`config.mk`:
```
export PLATFORM = sky130hd
export DESIGN_NAME = pc_sequencer_flat
export DESIGN_NICKNAME = d
export VERILOG_FILES = /design/src/rtl/pc_sequencer_if.sv /design/src/rtl/pc_sequencer.sv /design/src/flat_wrapper.sv
export SDC_FILE = /design/constraint.sdc
export NUM_CORES = 1
export LEC_CHECK = 0
export ABC_CLOCK_PERIOD_IN_PS = 4800
export BUFFER_PORTS_ARGS = -buffer_cell sky130_fd_sc_hd__buf_2
export CAP_MARGIN = 30
export CELL_PAD_IN_SITES_DETAIL_PLACEMENT = 0
export CELL_PAD_IN_SITES_GLOBAL_PLACEMENT = 1
export CORE_ASPECT_RATIO = 1.4
export CORE_MARGIN = 4
export CORE_UTILIZATION = 38
export DETAILED_ROUTE_END_ITERATION = 8
export PLACE_DENSITY_LB_ADDON = 0.3
export SYNTH_ARGS = -nofsm -noshare
export SYNTH_HDL_FRONTEND = slang
export SYNTH_SLANG_ARGS = --single-unit
export TNS_END_PERCENT = 20
```
`constraint.sdc`:
```
create_clock -name clk -period 4.8 [get_ports clk]
set_input_delay 1.2 -clock clk [delete_from_list [all_inputs] [get_ports clk]]
set_output_delay 1.2 -clock clk [all_outputs]
set_load 0.01 [all_outputs]
```
`src/rtl/pc_sequencer_if.sv`:
```
// Fetch/redirect bundle between control decode, the PC sequencer and the instruction memory port.
// master is the sequencer side; slave is the decode/imem environment that drives it.
interface pc_sequencer_if #(
    parameter int XLEN = 32
);
    logic            pcMux;
    logic [XLEN-1:0] branch_target;
    logic            jump;
    logic [XLEN-1:0] jump_target;
    logic            stall;
    logic            imem_ready;
    logic            imem_req;
    logic [XLEN-1:0] imem_addr;
    logic [XLEN-1:0] pc;
    logic [XLEN-1:0] pc_plus4;
    logic            flush;
    logic            misalign;

    modport master (
        input  pcMux, branch_target, jump, jump_target, stall, imem_ready,
        output imem_req, imem_addr, pc, pc_plus4, flush, misalign
    );

    modport slave (
        output pcMux, branch_target, jump, jump_target, stall, imem_ready,
        input  imem_req, imem_addr, pc, pc_plus4, flush, misalign
    );
endinterface

```
`src/rtl/pc_sequencer.sv`:
```
// Program counter owner: sequences fetch against a req/ready imem, applies branch/jump
// redirects (deferred while imem is busy) and follows each redirect with a timed flush.
module pc_sequencer #(
    parameter int              XLEN         = 32,
    parameter logic [XLEN-1:0] RESET_PC     = '0,
    parameter int              FLUSH_CYCLES = 2
) (
    input  logic           clk,
    input  logic           reset,
    pc_sequencer_if.master bus
);
    typedef enum logic [1:0] {IDLE, RUN, FLUSH} state_t;

    localparam logic [3:0] FLUSH_INIT = 4'(FLUSH_CYCLES);

    state_t          r_state;
    state_t          w_stateNext;
    logic [XLEN-1:0] r_pc;
    logic [XLEN-1:0] w_pcNext;
    logic            r_pending;
    logic            w_pendingNext;
    logic [XLEN-1:0] r_pendingTarget;
    logic [XLEN-1:0] w_pendingTargetNext;
    logic [3:0]      r_flushCnt;
    logic [3:0]      w_flushCntNext;
    logic            r_misalign;
    logic            w_misalignNext;

    logic            w_redirectReq;
    logic            w_haveRedirect;
    logic [XLEN-1:0] w_rawTarget;
    logic [XLEN-1:0] w_target;

    // A fresh redirect always beats a deferred one, so the last request wins.
    assign w_redirectReq  = bus.pcMux | bus.jump;
    assign w_haveRedirect = w_redirectReq | r_pending;
    assign w_rawTarget    = bus.jump ? bus.jump_target : bus.branch_target;
    assign w_target       = w_redirectReq ? {w_rawTarget[XLEN-1:2], 2'b00} : r_pendingTarget;

    always_ff @(posedge clk) begin
        if (reset) begin
            r_state         <= IDLE;
            r_pc            <= RESET_PC;
            r_pending       <= 1'b0;
            r_pendingTarget <= '0;
            r_flushCnt      <= '0;
            r_misalign      <= 1'b0;
        end else begin
            r_state         <= w_stateNext;
            r_pc            <= w_pcNext;
            r_pending       <= w_pendingNext;
            r_pendingTarget <= w_pendingTargetNext;
            r_flushCnt      <= w_flushCntNext;
            r_misalign      <= w_misalignNext;
        end
    end

    always_comb begin
        w_stateNext         = r_state;
        w_pcNext            = r_pc;
        w_pendingNext       = r_pending;
        w_pendingTargetNext = r_pendingTarget;
        w_flushCntNext      = r_flushCnt;
        w_misalignNext      = r_misalign;

        case (r_state)
            IDLE: begin
                w_stateNext = RUN;
            end
            RUN, FLUSH: begin
                if (r_state == FLUSH) begin
                    if (r_flushCnt <= 4'd1) begin
                        w_stateNext = RUN;
                    end else begin
                        w_flushCntNext = r_flushCnt - 4'd1;
                    end
                end

                if (w_redirectReq && (w_rawTarget[1:0] != 2'b00)) begin
                    w_misalignNext = 1'b1;
                end

                // imem_req is always high here, so the PC may only move on an accepted fetch.
                if (w_haveRedirect) begin
                    if (bus.imem_ready) begin
                        w_pcNext       = w_target;
                        w_stateNext    = FLUSH;
                        w_flushCntNext = FLUSH_INIT;
                        w_pendingNext  = 1'b0;
                    end else begin
                        w_pendingNext       = 1'b1;
                        w_pendingTargetNext = w_target;
                    end
                end else if (!bus.stall && bus.imem_ready) begin
                    w_pcNext = r_pc + XLEN'(4);
                end
            end
            default: begin
                w_stateNext = IDLE;
            end
        endcase
    end

    always_comb begin
        bus.imem_req  = (r_state != IDLE);
        bus.flush     = (r_state == FLUSH);
        bus.misalign  = r_misalign;
        bus.pc        = r_pc;
        bus.imem_addr = r_pc;
        bus.pc_plus4  = r_pc + XLEN'(4);
    end
endmodule

```
`src/flat_wrapper.sv`:
```
// flat-port wrapper written by rule: the top's interface ports become plain ports
module pc_sequencer_flat 
#(
    parameter int              XLEN         = 32,
    parameter logic [XLEN-1:0] RESET_PC     = '0,
    parameter int              FLUSH_CYCLES = 2
)
  (clk, reset, bus_pcMux, bus_branch_target, bus_jump, bus_jump_target, bus_stall, bus_imem_ready, bus_imem_req, bus_imem_addr, bus_pc, bus_pc_plus4, bus_flush, bus_misalign);
  pc_sequencer_if #(.XLEN(XLEN)) bus_i ();
  input  logic clk;
  input  logic reset;
  input wire logic [$bits(bus_i.pcMux)-1:0] bus_pcMux;
  input wire logic [$bits(bus_i.branch_target)-1:0] bus_branch_target;
  input wire logic [$bits(bus_i.jump)-1:0] bus_jump;
  input wire logic [$bits(bus_i.jump_target)-1:0] bus_jump_target;
  input wire logic [$bits(bus_i.stall)-1:0] bus_stall;
  input wire logic [$bits(bus_i.imem_ready)-1:0] bus_imem_ready;
  output wire logic [$bits(bus_i.imem_req)-1:0] bus_imem_req;
  output wire logic [$bits(bus_i.imem_addr)-1:0] bus_imem_addr;
  output wire logic [$bits(bus_i.pc)-1:0] bus_pc;
  output wire logic [$bits(bus_i.pc_plus4)-1:0] bus_pc_plus4;
  output wire logic [$bits(bus_i.flush)-1:0] bus_flush;
  output wire logic [$bits(bus_i.misalign)-1:0] bus_misalign;
  assign bus_i.pcMux = bus_pcMux;
  assign bus_i.branch_target = bus_branch_target;
  assign bus_i.jump = bus_jump;
  assign bus_i.jump_target = bus_jump_target;
  assign bus_i.stall = bus_stall;
  assign bus_i.imem_ready = bus_imem_ready;
  assign bus_imem_req = bus_i.imem_req;
  assign bus_imem_addr = bus_i.imem_addr;
  assign bus_pc = bus_i.pc;
  assign bus_pc_plus4 = bus_i.pc_plus4;
  assign bus_flush = bus_i.flush;
  assign bus_misalign = bus_i.misalign;
  pc_sequencer #(.XLEN(XLEN), .RESET_PC(RESET_PC), .FLUSH_CYCLES(FLUSH_CYCLES)) u_core (.clk(clk), .reset(reset), .bus(bus_i));
endmodule
```
==> results of run 1 <==
[synthesized netlist by cell type (12+ instances only)]
cell	n
a21oi_1	59
buf_2	15
buf_4	35
clkbuf_1	27
dfxtp_1	72
inv_1	16
mux2i_1	33
nand2_1	121
nand3_1	18
nor2_1	29
nor3_1	17
o21ai_0	42
xnor2_1	19
xor2_1	12
[worst paths after layout]
kind                                  start                   endpoint  slack [ns]  cells after the start
setup / recovery    u_core.bus.imem_addr[3]           bus_pc_plus4[28]        0.97                      7
hold / removal    u_core.r_pendingTarget[9]  u_core.r_pendingTarget[9]        0.45                      2
setup reg to reg          u_core.r_state[1]   u_core.bus.imem_addr[31]        2.38                      8
hold reg to reg   u_core.r_pendingTarget[9]  u_core.r_pendingTarget[9]        0.45                      2
[registers in the layout (all words and copies together) (netlist names)]
signal / count
u_core.bus.imem_addr: 32
u_core.bus.misalign: 1
u_core.r_flushCnt: 4
u_core.r_pending: 1
u_core.r_pendingTarget: 32
u_core.r_state: 2
[kinds of logic (layout without fill, tap and decap cells)]
kind of cell	Yosys count	in the layout	synth area share
AND/OR/NAND/NOR	242	242	0.249
AO/OA/AOI/OAI	158	158	0.199
buffers and inverters	97	210	0.109
flip-flops	72	72	0.301
multiplexers	33	33	0.0690
XOR/XNOR	31	31	0.0567
adder cells (fa/ha/maj)	6	6	0.0157
[final cells by class]
| type | instances | area (sq um) | share of cell area |
|---|---|---|---|
| Multi-Input combinational cell | 470 | 2830 | 0.490 |
| Tap cell | 150 | 188 | 0.0325 |
| Timing Repair Buffer | 177 | 908 | 0.157 |
| Sequential cell | 72 | 1440 | 0.249 |
| Clock buffer | 11 | 243 | 0.0420 |
| Inverter | 17 | 63.8 | 0.0110 |
| Clock inverter | 5 | 104 | 0.0180 |
[through the flow]
step	std cells	setup WS, ns	total power [W]
floorplan	639	1.71	0.000943
global placement	886	1.24	0.00107
detailed placement	886	1.17	0.00107
CTS	902	0.966	0.00186
global route	902	0.740	0.00193
finish	902	0.966	0.00185
[worst register-to-register path: stages (launching register included)]
cell,delay (ns)
dfxtp_1,0.38
inv_1,0.06
ha_1,0.43
nand2_1,0.15
nor2b_1,0.50
buf_4,0.35
o21ai_0,0.13
a22oi_1,0.16
a31oi_1,0.11
[power groups by stage]
stage / clock network [W] / logic (W) / registers [W]
after floorplan: 0 / 0.000253 / 0.000690
after global placement: 0 / 0.000371 / 0.000696
after detailed placement: 0 / 0.000376 / 0.000698
after CTS: 0.000795 / 0.000378 / 0.000685
after global routing: 0.000821 / 0.000420 / 0.000691
final: 0.000789 / 0.000376 / 0.000685
[layer usage]
layer | track usage | vias to the layer above | wire (um)
met1 | 0.293 | 2276 | 6730
met3 | 0.0411 | 19 | 1120
met5 | 0 | - | 0
met4 | 0.0580 | 0 | 245
li1 | - | 2416 | -
met2 | 0.331 | 192 | 7240
==> results.txt, run 1 <==
Clock Sinks = 72
fin crit period = 3.83 ns
final hold violations = 0
Skew-Pair Late Insertion Delay = 0.34 ns
GP Congestion = 0.844
Slew HR = 0.356
Area Overhead vs Synth = 20.8%
initial drt markers = 273
Post-synth EDFFs = 0
Crit path arrival time = 2.63 ns
GRT Residual Overflow = 0
CTS resizes = 0
Mean Syn Cell Area = 7.49 sq um
Critical Path RT = 3.60 ns
fillers = 1267
setup TNS = 0 ns
number of I/O pins = 169
synth top area cells = dfxtp_1 30%, nand2_1 9.5%, mux2i_1 6.9%
synth warn = 0
layout cells sized above 1 = 0.274
fin util = 0.470
Synth cell types = 59
IO buf count = 168
ANT cells = 0
area post-placement = 5430 sq um
core footprint = 12300 sq um
crit path kind = flop to primary output
final std cell area, no fill = 5780 sq um
DRC = 0
Worst Hold Class = flop to flop
Max clock buf depth = 2
Die Wd = 103 um
RSZ-0062 raised after global routing = no
asr flop ratio synth = 0
sequential power share = 0.370
hold_buf cts = 0
commonest non-fill, non-tap cell in the layout = buf_2
initial antenna violation count = 0
Internal Power = 0.00130 W
Avg WL per Cell = 17.0 um
CP max FO = 8
CTS tree = done
Starting Density = 0.389
hold slack final = 0.452 ns
post-synth top area share = 0.301
number of global-route vias before repair = 4682
detailed-route via count = 4903
CTS buffer count = 9
Net Count, Synth = 715
CTS root buf = clkbuf_16
Rows = 48
Switching Fraction = 0.295
fmax = 261 MHz
cell taking the most area after synthesis = dfxtp_1
largest net degree at the start of global routing = 67
max_cap viols = 0
final WL = 15300 um
clock transition at the registers of the reported paths = 0.06 ns
most frequent cells in the layout = 168 x buf_2, 121 x nand2_1, 72 x dfxtp_1, 59 x a21oi_1, 42 x o21ai_0
setup bufs post-CTS = 0
global-route wire length before repair = 24200 um
Clk network pwr share = 0.426
H-tree Lvls = 3
Die Y-Extent = 141 um
Initial DRT Pass Iterations = 5
Critical Path End Type = primary output
Peak VDD IR = 0.000194 V
Lkg Pwr = 2.58 nW
Crit path largest cell delay = 0.49 ns
sequential fraction of the synthesis area = 0.301
crit path launch type = flop
Gate power share = 0.203
synthesized instance count = 639
mapped cell area = 4790 sq um
crit share post-route = 0.799
final setup violating endpoints = 0
vias per inst = 5.44
cell family with most CP delay = simple AND/OR/NAND/NOR gates
dpl hpwl = 11300 um
GRT Total Usage = 0.211
Final ANT Viol Nets = 0
Worst Tran Pin Value = 0.965 ns
Max Slew Vio Count = 0
P per Cell Area = 320 nW/um^2
crit path cell chain = ha_1 > nand4_1 > nor2_1 > and3_1 > nand2_1 > xnor2_1 > buf_2
buffer and inverter count on the worst path = 1
outcome = finished, final reports clean
ys flop type = dfxtp_1
die area = 14500 sq um
clk_skew = 0.00575 ns
FF+latch count, synth = 72
Final #Nets = 823
Worst path slowest cell = dfxtp_1
Net Switching = 0.000546 W
Power figures use the tool's default switching activity.
==> inputs of run 2 (changes only) <==
- ABC_AREA: unset -> 1
- ABC_CLOCK_PERIOD_IN_PS: 4800 -> 3100
- CORE_UTILIZATION: 38 -> 31
- clock period: 4.8 -> 3.1 ns (I/O delays scaled with it)
==> results.txt, run 2 <==
placed cells = 1001 (+13%)
synth cell count leaders = 122 x nand2_1, 106 x nor2_1, 72 x dfxtp_1
max_cap viols = 0 (unchanged)
Critical Path RT = 2.32 ns (-1.28 ns)
Crit path arrival time = 2.12 ns (-0.51 ns)
Max clock buf depth = 2 (unchanged)
IO buf count = 168 (unchanged)
Lkg Pwr = 2.61 nW (+1.3%)
RSZ-0062 raised after global routing = no
area post-placement = 5450 sq um (+0.25%)
Final #Nets = 899 (+9.2%)
final hold violations = 0 (unchanged)
Finished Layout Cells = 1017 (+13%)
GRT Residual Overflow = 0 (unchanged)
reg-to-reg endpoint = u_core.r_pendingTarget[16]
P per Cell Area = 531 nW/um^2 (+66%)
Die Wd = 112 um (+8.6%)
Rows = 52 (+8.3%)
synthesized instance count = 697 (+9.1%)
crit share post-route = 0.934
ys flop type = dfxtp_1
Area Overhead vs Synth = 23.2%
layout cells sized above 1 = 0.313 (+0.0389)
count leader, synth = nand2_1
Slew HR = 0.512 (+0.155)
fin crit period = 2.90 ns
area of the multi-input gates = 2650 sq um (-6.4%)
Net Count, Synth = 773 (+8.1%)
hold_buf cts = 0 (unchanged)
post-route setup slack = 0.205 ns (-0.761 ns)
clock transition at the registers of the reported paths = 0.06 ns (about the same)
Peak VDD IR = 0.000264 V (+36%)
fmax = 345 MHz
initial antenna violation count = 0 (unchanged)
Avg WL per Cell = 15.6 um (-8.1%)
Final ANT Viol Nets = 0 (unchanged)
H-tree Lvls = 3 (unchanged)
outcome = finished, final reports clean
Mean Syn Cell Area = 6.70 sq um (-11%)
ANT cells = 0 (unchanged)
most used cell, CP = nand3_1
hold path cells = 2 (unchanged)
most frequent cells in the layout = 168 x buf_2, 122 x nand2_1, 106 x nor2_1, 72 x dfxtp_1, 62 x a21oi_1
CTS resizes = 0 (unchanged)
number of I/O pins = 169 (unchanged)
crit path cell chain = ha_1 > nand3_1 > nor2_2 > nand3_1 > xnor2_1 > buf_2
worst-case reg-to-reg path depth = 7 (-1)
Initial DRT Pass Iterations = 5 (unchanged)
worst r2r src = u_core.r_state[0]
setup TNS = 0 ns (unchanged)
Die Y-Extent = 153 um (+8.8%)
GRT Total Usage = 0.179 (-0.0316)
Clock Sinks = 72 (unchanged)
post-synth top area share = 0.309 (+0.00767)
Starting Density = 0.319 (-0.0699)
PnR Total Power = 0.00305 W (+65%)
asr flop ratio synth = 0 (unchanged)
Post-synth EDFFs = 0 (unchanged)
Synth cell types = 42 (-29%)
CTS tree = done
Worst R2R Setup Slack = 0.91 ns (-1.47 ns)
commonest non-fill, non-tap cell in the layout = buf_2
cell taking the most area after synthesis = dfxtp_1
FF+latch count, synth = 72 (unchanged)
synth warn = 0 (unchanged)
vias per inst = 4.92 (-9.5%)
Critical Path Sink = bus_pc_plus4[16]
CTS root buf = clkbuf_16
fillers = 1576 (+24%)
synth top area cells = dfxtp_1 31%, nand2_1 9.8%, nor2_1 8.5%
Max Slew Vio Count = 0 (unchanged)
Crit path largest cell delay = 0.46 ns (-0.03 ns)
mapped cell area = 4670 sq um (-2.5%)
crit path from = u_core.bus.imem_addr[2]
die area = 17100 sq um (+18%)
sequential fraction of the synthesis area = 0.309 (+0.00767)
initial drt markers = 336 (+23%)
largest net degree at the start of global routing = 36 (-46%)
CTS buffer count = 9 (unchanged)
Worst Hold Class = flop to flop
DRC = 0 (unchanged)
global-route wire length before repair = 25000 um (+3.2%)
Worst Tran Pin Value = 0.732 ns (-0.234 ns)
clk_skew = 0.00966 ns (+0.00390 ns)
setup bufs post-CTS = 0 (unchanged)
crit path launch type = flop
CP max FO = 7 (-1)
Skew-Pair Late Insertion Delay = 0.33 ns (about the same)
pre-CTS setup slack = 0.544 ns (-0.625 ns)
Critical Path End Type = primary output
Worst path slowest cell = dfxtp_1
core footprint = 14600 sq um (+19%)
GP Congestion = 0.842 (-0.25%)
final WL = 15900 um (+3.6%)
final std cell area, no fill = 5750 sq um (-0.56%)
final setup violating endpoints = 0 (unchanged)
Storage cell area = 1440 sq um (unchanged)
number of global-route vias before repair = 4805 (+2.6%)
crit path kind = flop to primary output
dpl hpwl = 12300 um (+9.5%)
detailed-route via count = 5004 (+2.1%)
run 2: stage by stage:
step | hold slack (ns) | util
final | 0.453 | 0.393
after global placement | 0.440 | 0.371
after global routing | 0.499 | 0.393
after detailed placement | 0.447 | 0.372
after CTS | 0.456 | 0.393
after floorplan | 0.434 | -
run 2: where the power goes:
part	internal [W]	switching (W)
sequential	0.00104	0.000132
clock	0.000665	0.000387
combinational	0.000334	0.000498
run 2: layout make-up:
cell class,instances,area share
Tap cell,189,0.0411
Inverter,45,0.0298
Clock inverter,3,0.00697
Timing Repair Buffer,181,0.165
Multi-Input combinational cell,514,0.461
Clock buffer,13,0.0453
Sequential cell,72,0.251
run 2: worst min path at each step:
stage / startpoint / to / slack, ns
final: u_core.bus.misalign / u_core.bus.misalign / 0.45
after global routing: u_core.bus.misalign / u_core.bus.misalign / 0.50
after CTS: u_core.bus.misalign / u_core.bus.misalign / 0.46
after detailed placement: u_core.bus.misalign / u_core.bus.misalign / 0.45
after global placement: u_core.bus.misalign / u_core.bus.misalign / 0.44
after floorplan: u_core.r_pendingTarget[0] / u_core.r_pendingTarget[0] / 0.43
run 2: cell families after synthesis:
logic type	synth area share
AOI/OAI and AO/OA	0.207
buffers and inverters	0.123
xor gates and xnor gates	0.0300
DFF	0.309
and+or+nand+nor	0.315
adders and majority gates	0.0161
run 2: routing by layer:
layer,global-route usage,part of all wire,vias up
met5,0,0,-
met4,0.0603,0.023,0
met3,0.0245,0.053,22
met2,0.306,0.49,183
met1,0.231,0.43,2272
li1,-,-,2527
run 2: critical path, delay by kind of cell, from the launching register on:
kind / cells / cell delay, ns
XOR/XNOR: 1 / 0.29
adder cells (fa/ha/maj): 1 / 0.26
buffers and inverters: 1 / 0.20
flip-flops: 1 / 0.46
AND/OR/NAND/NOR: 3 / 0.57
